File: src/rtl/tdm_demux_4.sv
// tdm_demux_4: receive end of a 4-channel time-division link.
// One sample per valid beat arrives in slot order 0..3; each sample is
// written to its channel's held output register. A frame-sync marker on
// slot 0 acquires lock, and SYNC_LOSS consecutive missing markers drop it.
// Optional feature: define TDM_DEMUX_PARITY_EN to add din_par / par_err
// (even parity over {din, din_par}; bad beats are not written).
module tdm_demux_4 #(
  parameter int WIDTH     = 1,
  parameter int SYNC_LOSS = 3
) (
  input  logic             clk,
  input  logic             rst,
  input  logic [WIDTH-1:0] din,
  input  logic             din_valid,
  input  logic             fsync,
`ifdef TDM_DEMUX_PARITY_EN
  input  logic             din_par,
  output logic             par_err,
`endif
  output logic [WIDTH-1:0] out0,
  output logic [WIDTH-1:0] out1,
  output logic [WIDTH-1:0] out2,
  output logic [WIDTH-1:0] out3,
  output logic [3:0]       out_valid,
  output logic [1:0]       slot,
  output logic             locked,
  output logic             frame_done,
  output logic             sync_err
);

  localparam int MW = $clog2(SYNC_LOSS + 1);

  typedef enum logic {
    HUNT = 1'b0,
    LOCK = 1'b1
  } state_t;

  state_t           r_state;
  logic [WIDTH-1:0] r_out [4];
  logic [3:0]       r_out_valid;
  logic [1:0]       r_slot;
  logic [MW-1:0]    r_miss;
  logic             r_frame_done;
  logic             r_sync_err;

  // Decoded next-state values for the current beat.
  state_t           w_state_nxt;
  logic [1:0]       w_slot_nxt;
  logic [MW-1:0]    w_miss_nxt;
  logic [MW:0]      w_miss_inc;
  logic             w_take;
  logic [1:0]       w_wr_idx;
  logic             w_write;
  logic             w_frame_done;
  logic             w_sync_err;
  logic             w_par_ok;

`ifdef TDM_DEMUX_PARITY_EN
  logic r_par_err;
  assign w_par_ok = ~^{din, din_par};
`else
  assign w_par_ok = 1'b1;
`endif

  // One extra bit so miss+1 can be compared against SYNC_LOSS without wrap.
  assign w_miss_inc = {1'b0, r_miss} + (MW + 1)'(1);

  // Beat decode: where the sample goes and how slot/miss/state advance.
  always_comb begin
    // NOTE: every signal gets a default first so no path leaves it unassigned (no latch).
    w_state_nxt  = r_state;
    w_slot_nxt   = r_slot;
    w_miss_nxt   = r_miss;
    w_take       = 1'b0;
    w_wr_idx     = r_slot;
    w_frame_done = 1'b0;
    w_sync_err   = 1'b0;
    if (din_valid) begin
      unique case (r_state)
        HUNT: begin
          // A bad-parity marker must not be trusted to acquire lock.
          if (fsync && w_par_ok) begin
            w_take      = 1'b1;
            w_wr_idx    = 2'd0;
            w_slot_nxt  = 2'd1;
            w_miss_nxt  = '0;
            w_state_nxt = LOCK;
          end
        end
        LOCK: begin
          if (fsync && (r_slot != 2'd0)) begin
            // Marker in the wrong slot: treat this beat as slot 0 and realign.
            w_take     = 1'b1;
            w_wr_idx   = 2'd0;
            w_slot_nxt = 2'd1;
            w_sync_err = 1'b1;
            w_miss_nxt = '0;
          end else if (r_slot == 2'd0) begin
            w_take   = 1'b1;
            w_wr_idx = 2'd0;
            if (fsync) begin
              w_miss_nxt = '0;
              w_slot_nxt = 2'd1;
            end else if (w_miss_inc == (MW + 1)'(SYNC_LOSS)) begin
              w_state_nxt = HUNT;
              w_slot_nxt  = 2'd0;
              w_miss_nxt  = '0;
            end else begin
              w_miss_nxt = (w_miss_inc > (MW + 1)'(SYNC_LOSS)) ? MW'(SYNC_LOSS)
                                                               : w_miss_inc[MW-1:0];
              w_slot_nxt = 2'd1;
            end
          end else begin
            w_take       = 1'b1;
            w_wr_idx     = r_slot;
            w_slot_nxt   = r_slot + 2'd1;
            w_frame_done = (r_slot == 2'd3);
          end
        end
        default: w_state_nxt = HUNT;
      endcase
    end
  end

  // A parity failure suppresses the write and its strobes, nothing else.
  assign w_write = w_take & w_par_ok;

  // Registered state, channel outputs and one-cycle strobes.
  always_ff @(posedge clk) begin
    // NOTE: sequential state uses non-blocking assignments so every register sees pre-edge values.
    if (rst) begin
      r_state      <= HUNT;
      r_slot       <= 2'd0;
      r_miss       <= '0;
      r_out_valid  <= 4'b0000;
      r_frame_done <= 1'b0;
      r_sync_err   <= 1'b0;
      // NOTE: the channel holding registers are reset too; they are visible outputs with defined reset values.
      for (int i = 0; i < 4; i++) r_out[i] <= '0;
`ifdef TDM_DEMUX_PARITY_EN
      r_par_err    <= 1'b0;
`endif
    end else begin
      r_state      <= w_state_nxt;
      r_slot       <= w_slot_nxt;
      r_miss       <= w_miss_nxt;
      r_out_valid  <= w_write ? (4'b0001 << w_wr_idx) : 4'b0000;
      r_frame_done <= w_frame_done & w_par_ok;
      r_sync_err   <= w_sync_err;
      if (w_write) r_out[w_wr_idx] <= din;
`ifdef TDM_DEMUX_PARITY_EN
      r_par_err    <= din_valid & ~w_par_ok;
`endif
    end
  end

  assign out0       = r_out[0];
  assign out1       = r_out[1];
  assign out2       = r_out[2];
  assign out3       = r_out[3];
  assign out_valid  = r_out_valid;
  assign slot       = r_slot;
  assign locked     = (r_state == LOCK);
  assign frame_done = r_frame_done;
  assign sync_err   = r_sync_err;
`ifdef TDM_DEMUX_PARITY_EN
  assign par_err    = r_par_err;
`endif

endmodule
File: config.mk
export PLATFORM = sky130hd
export DESIGN_NAME = tdm_demux_4
export DESIGN_NICKNAME = d
export VERILOG_FILES = /design/src/rtl/tdm_demux_4.sv
export SDC_FILE = /design/constraint.sdc
export NUM_CORES = 1
export LEC_CHECK = 0
export ABC_AREA = 1
export BUFFER_PORTS_ARGS = -buffer_cell sky130_fd_sc_hd__buf_2
export CAP_MARGIN = 20
export CELL_PAD_IN_SITES_DETAIL_PLACEMENT = 1
export CELL_PAD_IN_SITES_GLOBAL_PLACEMENT = 1
export CORE_MARGIN = 1.5
export CORE_UTILIZATION = 38
export CTS_CLUSTER_SIZE = 40
export DETAILED_ROUTE_END_ITERATION = 10
export PLACE_DENSITY = 0.77
export SYNTH_ARGS = -nofsm -noshare
export SYNTH_HDL_FRONTEND = slang
export SYNTH_SLANG_ARGS = --single-unit
File: constraint.sdc
create_clock -name clk -period 3.71 [get_ports clk]
set_input_delay 0.371 -clock clk [delete_from_list [all_inputs] [get_ports clk]]
set_output_delay 0.371 -clock clk [all_outputs]
set_load 0.01 [all_outputs]
==> impl_metrics.tcl, run 1 <==
set metrics [dict create \
    period_needed_ns 1.60 \
    combPwrFrac_pct 13.4 \
    drive_gt1_share_pct 27.1 \
    dp_slack_ns 2.11 \
    critPathKind "reg2reg" \
    clockBufferDepth 2 \
    track_usage_pct 14.8 \
    num_vias 602 \
    clk_pin_slew_ns 0.09 \
    startpoint_type "flip-flop" \
    initial_utilization_pct 40.7 \
    grt_max_degree 12 \
    io_buffers 17 \
    cp_max_fo 7 \
    postRouteAntennaNets 0 \
    wirelength_mm 1.40 \
    gp_congestion 0.775 \
    max_freq_mhz 624 \
    ioPinCount 18 \
    leakagePower_nw 0.430 \
    rsz0062_at_grt "no" \
    hold_start "rst" \
    yosysTopAreaCell "dfxtp_1" \
    post_cts_buffers 0 \
    tightest_slew_ns 0.310 \
    die_x_um 46.0 \
    fp.dieH_um 46.0 \
    power_frac_seq_pct 56.7 \
    grt_overflow 0 \
    cts_tree "done" \
    clkLatencyLatePin_ns 0.28 \
    critPathRequiredTime_ns 3.70 \
    finalCritPeriodShare_pct 43.2 \
    fin_tns_setup_ns 0 \
    drv_cap 0 \
    rows 15 \
    grt_pass1_wl_mm 2.22 \
    synth_seq_cells 15 \
    powerDensity_nw_per_um2 375 \
    startpoint "slot[0]" \
    p_sw_uw 86.6 \
    setup_ws_ns 2.11 \
    setup-violations-final 0 \
    min_path_type "in2reg" \
    antenna_found_initial 0 \
    skew_ns 0.00551 \
    drc 0 \
    reg2reg_from "slot[0]" \
    root_buffer "clkbuf_4" \
    yosys.cell_types.count 16 \
    postSynthNetCount 96 \
    p_clk_share_pct 29.9 \
    hold_slack_ns 0.246 \
    vias_per_cell 4.56 \
    p_int_uw 229 \
    outcome "finished clean" \
    hpwl_mm 1.10 \
    ir_drop_mv 0.135 \
    synthTopCellsByArea "dfxtp_1, edfxtp_1, nand2_1, inv_1, ha_1" \
    placeableCoreArea_um2 1730 \
    cp-end-kind "flip-flop" \
    cts_made_buffers 3 \
    synth.top_cell.area_share_pct 31.3 \
    swShare_pct 27.4 \
    syn_avg_cell_area_um2 8.08 \
    die_area_um2 2120 \
    power_uw 316 \
    cts_resized 0 \
    syn_inst 87 \
    num_antenna_cells 0 \
    nNetsFinal 117 \
    arrival_ns 1.59 \
    cts_hold_buffers 0 \
    htreeDepth 1 \
    firstDrtPassIters 4 \
    ys_seq_area_share_pct 48.4 \
    clkSinkCount 15 \
    syn_to_final_growth_pct 19.8 \
    ys_warn_count 0 \
    slew_viol_final 0 \
    drtIter0Drc 8 \
    wire_per_inst_um 10.6 \
    slew_headroom_pct 79.3 \
    grt_pass1_vias 558 \
    syn_area_um2 703 \
    hold_viol 0 \
]
## worst paths after layout
check / end / slack [ns] / cells after the start
worst max-delay path: r_out[3] / 2.11 / 5
worst min-delay path: r_miss[0] / 0.25 / 2
worst max register to register: r_out[3] / 2.11 / 5
worst min register to register: r_miss[0] / 0.50 / 2
## state kept, by name, summed over array words and instances (netlist names)
name and cells:
sync_err 1, locked 1, r_out 4, frame_done 1, r_miss 2, slot 2
out_valid 4
## Yosys cell counts
master / instances
nor2_1: 9
inv_1: 14
o21ai_0: 5
nand2_4: 1
nor2_2: 2
dfxtp_1: 11
ha_1: 4
a21oi_1: 3
a21boi_0: 1
edfxtp_1: 4
nor3_1: 2
nand3_1: 9
nand3_2: 1
nand2_1: 16
buf_2: 1
nand2_2: 4
## layout make-up
| type | instances | area [um2] |
|---|---|---|
| fill | 249 | 885 |
| timing repair buffer | 17 | 85.1 |
| clock buffer | 3 | 22.5 |
| tap | 25 | 31.3 |
| sequential | 15 | 340 |
| inverter | 14 | 52.6 |
| clock inverter | 1 | 5.00 |
| multi-input combinational | 57 | 305 |
## metrics by stage
stage	util, %	cells	instance area [um2]
floorplan	-	87	703
global placement	47.2	128	815
detailed placement	47.2	128	815
CTS	48.8	132	842
global route	48.8	132	842
finish	48.8	132	842
## layout by cell type (no fill, tap or decap), drive strengths merged
cell	n
clkinv	1
a21boi	1
buf	17
nor3	2
a21oi	3
inv	14
o21ai	5
dfxtp	11
nor2	11
nand3	10
nand2	21
edfxtp	4
clkbuf	3
ha	4
## metal layers
| metal | up-vias | global-route usage [%] | part of all wire (%) |
|---|---|---|---|
| met5 | - | 0 | 0 |
| met4 | 0 | 6.86 | 1.6 |
| met3 | 4 | 3.57 | 4.6 |
| met2 | 15 | 25.0 | 46 |
| met1 | 271 | 17.4 | 48 |
| li1 | 312 | - | - |
## power by group through the flow
stage / clock (mW) / combinational (mW) / sequential, mW
final: 0.0943 / 0.0424 / 0.179
after CTS: 0.0971 / 0.0432 / 0.179
after global routing: 0.104 / 0.0487 / 0.180
after detailed placement: 0 / 0.0429 / 0.183
after floorplan: 0 / 0.0259 / 0.185
after global placement: 0 / 0.0420 / 0.182
## logic make-up after synthesis
kind of cell,Yosys count,share of synthesized area [%]
compound gates,9,6.76
fa+ha+maj,4,7.12
buf+inv,15,8.18
flops,15,48.4
simple gates,44,29.5
## worst max-delay path: stages (launching register included)
cell	delay (ns)
dfxtp_1	0.46
inv_1	0.07
ha_1	0.23
nand3_1	0.16
nand3_2	0.17
o21ai_0	0.22
Note: power is estimated with default switching activity, not from simulation.
==> inputs of run 2 (changes only) <==
--- a/config.mk
+++ b/config.mk
@@ -11,10 +11,10 @@
 export CELL_PAD_IN_SITES_DETAIL_PLACEMENT = 1
 export CELL_PAD_IN_SITES_GLOBAL_PLACEMENT = 1
 export CORE_MARGIN = 1.5
-export CORE_UTILIZATION = 38
+export CORE_UTILIZATION = 36
 export CTS_CLUSTER_SIZE = 40
 export DETAILED_ROUTE_END_ITERATION = 10
-export PLACE_DENSITY = 0.77
+export PLACE_DENSITY = 0.73
 export SYNTH_ARGS = -nofsm -noshare
 export SYNTH_HDL_FRONTEND = slang
 export SYNTH_SLANG_ARGS = --single-unit
==> constraint.sdc (replaced) <==
create_clock -name clk -period 1.68 [get_ports clk]
set_input_delay 0.168 -clock clk [delete_from_list [all_inputs] [get_ports clk]]
set_output_delay 0.168 -clock clk [all_outputs]
set_load 0.01 [all_outputs]
==> impl_metrics.tcl, run 2 (same netlist as run 1, synthesis figures left out) <==
set metrics [dict create \
    hold_viol 0 \
    setup-violations-final 0 \
    track_usage_pct 17.4 \
    fin_tns_setup_ns 0 \
    gp_congestion 0.725 \
    placeableCoreArea_um2 1780 \
    crit_path_top_delay_cell "dfxtp_1" \
    rows 15 \
    max_freq_mhz 684 \
    drv_cap 0 \
    power_uw 710 \
    ioPinCount 18 \
    ir_drop_mv 0.300 \
    grt_util_met1_pct 19.2 \
    cts_tree "done" \
    regArea_um2 340 \
    cts_hold_buffers 0 \
    cp_num_buf_inv 1 \
    wire_per_inst_um 11.5 \
    critPathRequiredTime_ns 1.67 \
    hpwl_mm 1.27 \
    startpoint_type "flip-flop" \
    clockBufferDepth 2 \
    final_cell_area_um2 872 \
    n_fill_cell 241 \
    setup_ws_ns 0.218 \
    grt_overflow 0 \
    vias_per_cell 4.75 \
    root_buffer "clkbuf_4" \
    slew_viol_final 0 \
    outcome "finished clean" \
    dp_slack_ns 0.211 \
    die_area_um2 2230 \
    cp-end-kind "flip-flop" \
    cts_resized 0 \
    num_antenna_cells 0 \
    die_x_um 47.2 \
    finalCritPeriodShare_pct 87.0 \
    firstDrtPassIters 2 \
    mostFrequentLayoutCells "buf_2, nand2_1, inv_1, dfxtp_1" \
    fin_util_pct 48.9 \
    clk_pin_slew_ns 0.09 \
    place_area_um2 845 \
    period_needed_ns 1.46 \
    tightest_slew_ns 0.283 \
    use_met2_pct 30.4 \
    slew_headroom_pct 81.1 \
    top_usage_layer "met2" \
    multi_input_area_um2 305 \
    skew_ns 0.00205 \
    antenna_found_initial 0 \
    powerDensity_nw_per_um2 814 \
    path_cells "inv_1 > ha_1 > nand3_1 > nand3_2 > o21ai_0" \
    arrival_ns 1.45 \
    final_common_cell "buf_2" \
    grt_max_degree 10 \
    grt_pass1_wl_mm 2.66 \
    clkLatencyLatePin_ns 0.28 \
    drive_gt1_share_pct 29.7 \
    nNetsFinal 121 \
    leakagePower_nw 0.450 \
    use_met3_pct 3.46 \
    clkSinkCount 15 \
    io_buffers 17 \
    num_vias 646 \
    htreeDepth 1 \
    wirelength_mm 1.57 \
    initial_utilization_pct 39.4 \
    cp_max_fo 7 \
    postRouteAntennaNets 0 \
    drtIter0Drc 5 \
    critPathKind "reg2reg" \
    fp.dieH_um 47.2 \
    cts_made_buffers 3 \
    drc 0 \
    min_path_type "in2reg" \
    syn_to_final_growth_pct 24.0 \
    crit_path_max_incr_delay_ns 0.34 \
    post_cts_buffers 0 \
    grt_pass1_vias 641 \
    crit_family "simple AND/OR/NAND/NOR gates" \
    rsz0062_at_grt "no" \
]
==> run 2: changes by cell type in the layout (fill, tap and decap cells not counted) <==
cell,previous run,this run
buf_4,0,4
==> run 2: through the flow <==
stage | hold WS, ns | cells
floorplan | 0.237 | 87
global route | 0.0397 | 136
finish | 0.0476 | 136
detailed placement | 0.354 | 132
global placement | 0.340 | 132
CTS | 0.0450 | 136
==> run 2: power breakdown <==
| group | total [mW] | leakage (nW) | switching, mW | internal, mW |
|---|---|---|---|---|
| combinational | 0.108 | 0.302 | 0.0692 | 0.0391 |
| clock | 0.210 | 0.0177 | 0.121 | 0.0883 |
| sequential | 0.392 | 0.131 | 0.00760 | 0.384 |
==> run 2: worst reg2reg max path, cell delays in order, from the launching register on <==
cell     delay [ns]
dfxtp_1        0.34
inv_1          0.05
ha_1           0.22
nand3_1        0.18
nand3_2        0.18
o21ai_0        0.22
==> run 2: worst paths after layout <==
check / from / endpoint / slack (ns) / depth (start not counted)
setup / recovery: slot[0] / r_out[3] / 0.22 / 5
hold / removal: rst / r_miss[0] / 0.05 / 2
setup reg to reg: slot[0] / r_out[3] / 0.22 / 5
hold reg to reg: r_miss[0] / r_miss[0] / 0.51 / 2
==> run 2: layout make-up <==
class,count,area share [%]
Inverter,14,6.03
Tap cell,25,3.59
Clock inverter,1,0.574
Sequential cell,15,39.0
Timing Repair Buffer,21,13.2
Clock buffer,3,2.58
Multi-Input combinational cell,57,35.0
==> run 2: routing by layer <==
metal	routed length (um)	part of all wire, %
met1	697	44
met2	787	50
met3	64	4.1
met4	22	1.4
met5	0	0
==> inputs of run 3 (changes only) <==
--- a/config.mk
+++ b/config.mk
@@ -10,6 +10,7 @@
 export CAP_MARGIN = 20
 export CELL_PAD_IN_SITES_DETAIL_PLACEMENT = 1
 export CELL_PAD_IN_SITES_GLOBAL_PLACEMENT = 1
+export CORE_ASPECT_RATIO = 1.4
 export CORE_MARGIN = 1.5
 export CORE_UTILIZATION = 36
 export CTS_CLUSTER_SIZE = 40
==> impl_metrics.tcl, run 3 (same netlist as run 1, synthesis figures left out) <==
set metrics [dict create \
    fin_tns_setup_ns 0 \
    die_area_um2 2230 \
    cp_num_buf_inv 1 \
    gp_congestion 0.803 \
    fin_util_pct 48.1 \
    crit_path_top_delay_cell "dfxtp_1" \
    regArea_um2 340 \
    finalCritPeriodShare_pct 85.9 \
    cp-end-kind "flip-flop" \
    clockBufferDepth 2 \
    dpl.cell_count 127 \
    cts_resized 0 \
    startpoint_type "flip-flop" \
    critPathRequiredTime_ns 1.67 \
    stdcell_count 131 \
    place_area_um2 838 \
    root_buffer "clkbuf_4" \
    max_freq_mhz 693 \
    skew_ns 0.00534 \
    nNetsFinal 121 \
    ioPinCount 18 \
    post_cts_buffers 0 \
    crit_path_max_incr_delay_ns 0.34 \
    grt_max_degree 10 \
    setup_ws_ns 0.236 \
    cts_made_buffers 3 \
    grt_pass1_vias 648 \
    vias_per_cell 4.92 \
    track_usage_pct 17.4 \
    cp.depth 5 \
    wire_per_inst_um 12.0 \
    min_path_type "in2reg" \
    grt_overflow 0 \
    cp_max_fo 7 \
    firstDrtPassIters 4 \
    hpwl_mm 1.30 \
    final_common_cell "buf_2" \
    htreeDepth 1 \
    arrival_ns 1.44 \
    drtIter0Drc 6 \
    grt_pass1_wl_mm 2.75 \
    postRouteAntennaNets 0 \
    slew_viol_final 0 \
    initial_utilization_pct 39.0 \
    hold_viol 0 \
    critPathKind "reg2reg" \
    rows 18 \
    powerDensity_nw_per_um2 815 \
    io_buffers 17 \
    final_cell_area_um2 866 \
    drc 0 \
    multi_input_area_um2 305 \
    leakagePower_nw 0.450 \
    fp.dieH_um 55.3 \
    outcome "finished clean" \
    drive_gt1_share_pct 29.7 \
    cts_tree "done" \
    wirelength_mm 1.58 \
    drv_cap 0 \
    crit_family "flip-flops" \
    setup-violations-final 0 \
    num_antenna_cells 0 \
    clkLatencyLatePin_ns 0.28 \
    syn_to_final_growth_pct 23.1 \
    dp_slack_ns 0.230 \
    period_needed_ns 1.44 \
    clkSinkCount 15 \
    clk_pin_slew_ns 0.09 \
    cts_hold_buffers 0 \
    min_delay_path_depth 2 \
    rsz0062_at_grt "no" \
    mostFrequentLayoutCells "buf_2, nand2_1, inv_1, dfxtp_1" \
    antenna_found_initial 0 \
    slew_headroom_pct 83.1 \
    tightest_slew_ns 0.253 \
    die_x_um 40.4 \
    num_vias 645 \
    rr_worst_depth 5 \
    path_cells "inv_1 > ha_1 > nand3_1 > nand3_2 > o21ai_0" \
    ir_drop_mv 0.469 \
    n_fill_cell 236 \
    placeableCoreArea_um2 1800 \
]
## run 3: path summary, 6_finish.rpt
check             from        end  slack, ns
min reg2reg  r_miss[0]  r_miss[0]       0.51
max reg2reg    slot[0]   r_out[3]       0.24
max            slot[0]   r_out[3]       0.24
min                rst  r_miss[0]       0.04
## run 3: through the flow
| stage | total power [mW] | hold WS, ns |
|---|---|---|
| after floorplan | 0.465 | 0.237 |
| after global placement | 0.505 | 0.341 |
| after detailed placement | 0.509 | 0.341 |
| after CTS | 0.718 | 0.0281 |
| after global routing | 0.756 | 0.0246 |
| final | 0.706 | 0.0353 |
## run 3: layer usage
layer	GRT usage, %	wire length [um]
met3	6.02	61
met5	0	0
met2	28.1	853
met1	20.2	639
met4	6.19	21
## run 3: area by class of cell
class	instances	share of cell area, %
tap	20	2.89
sequential	15	39.3
inverter	14	6.07
clock buffer	3	2.60
multi-input combinational	57	35.3
timing repair buffer	21	13.3
clock inverter	1	0.578
## run 3: power breakdown
part           leakage, nW  switching, mW  internal (mW)
Sequential           0.131        0.00767          0.384
Combinational        0.302         0.0685         0.0389
Clock               0.0177          0.118         0.0884
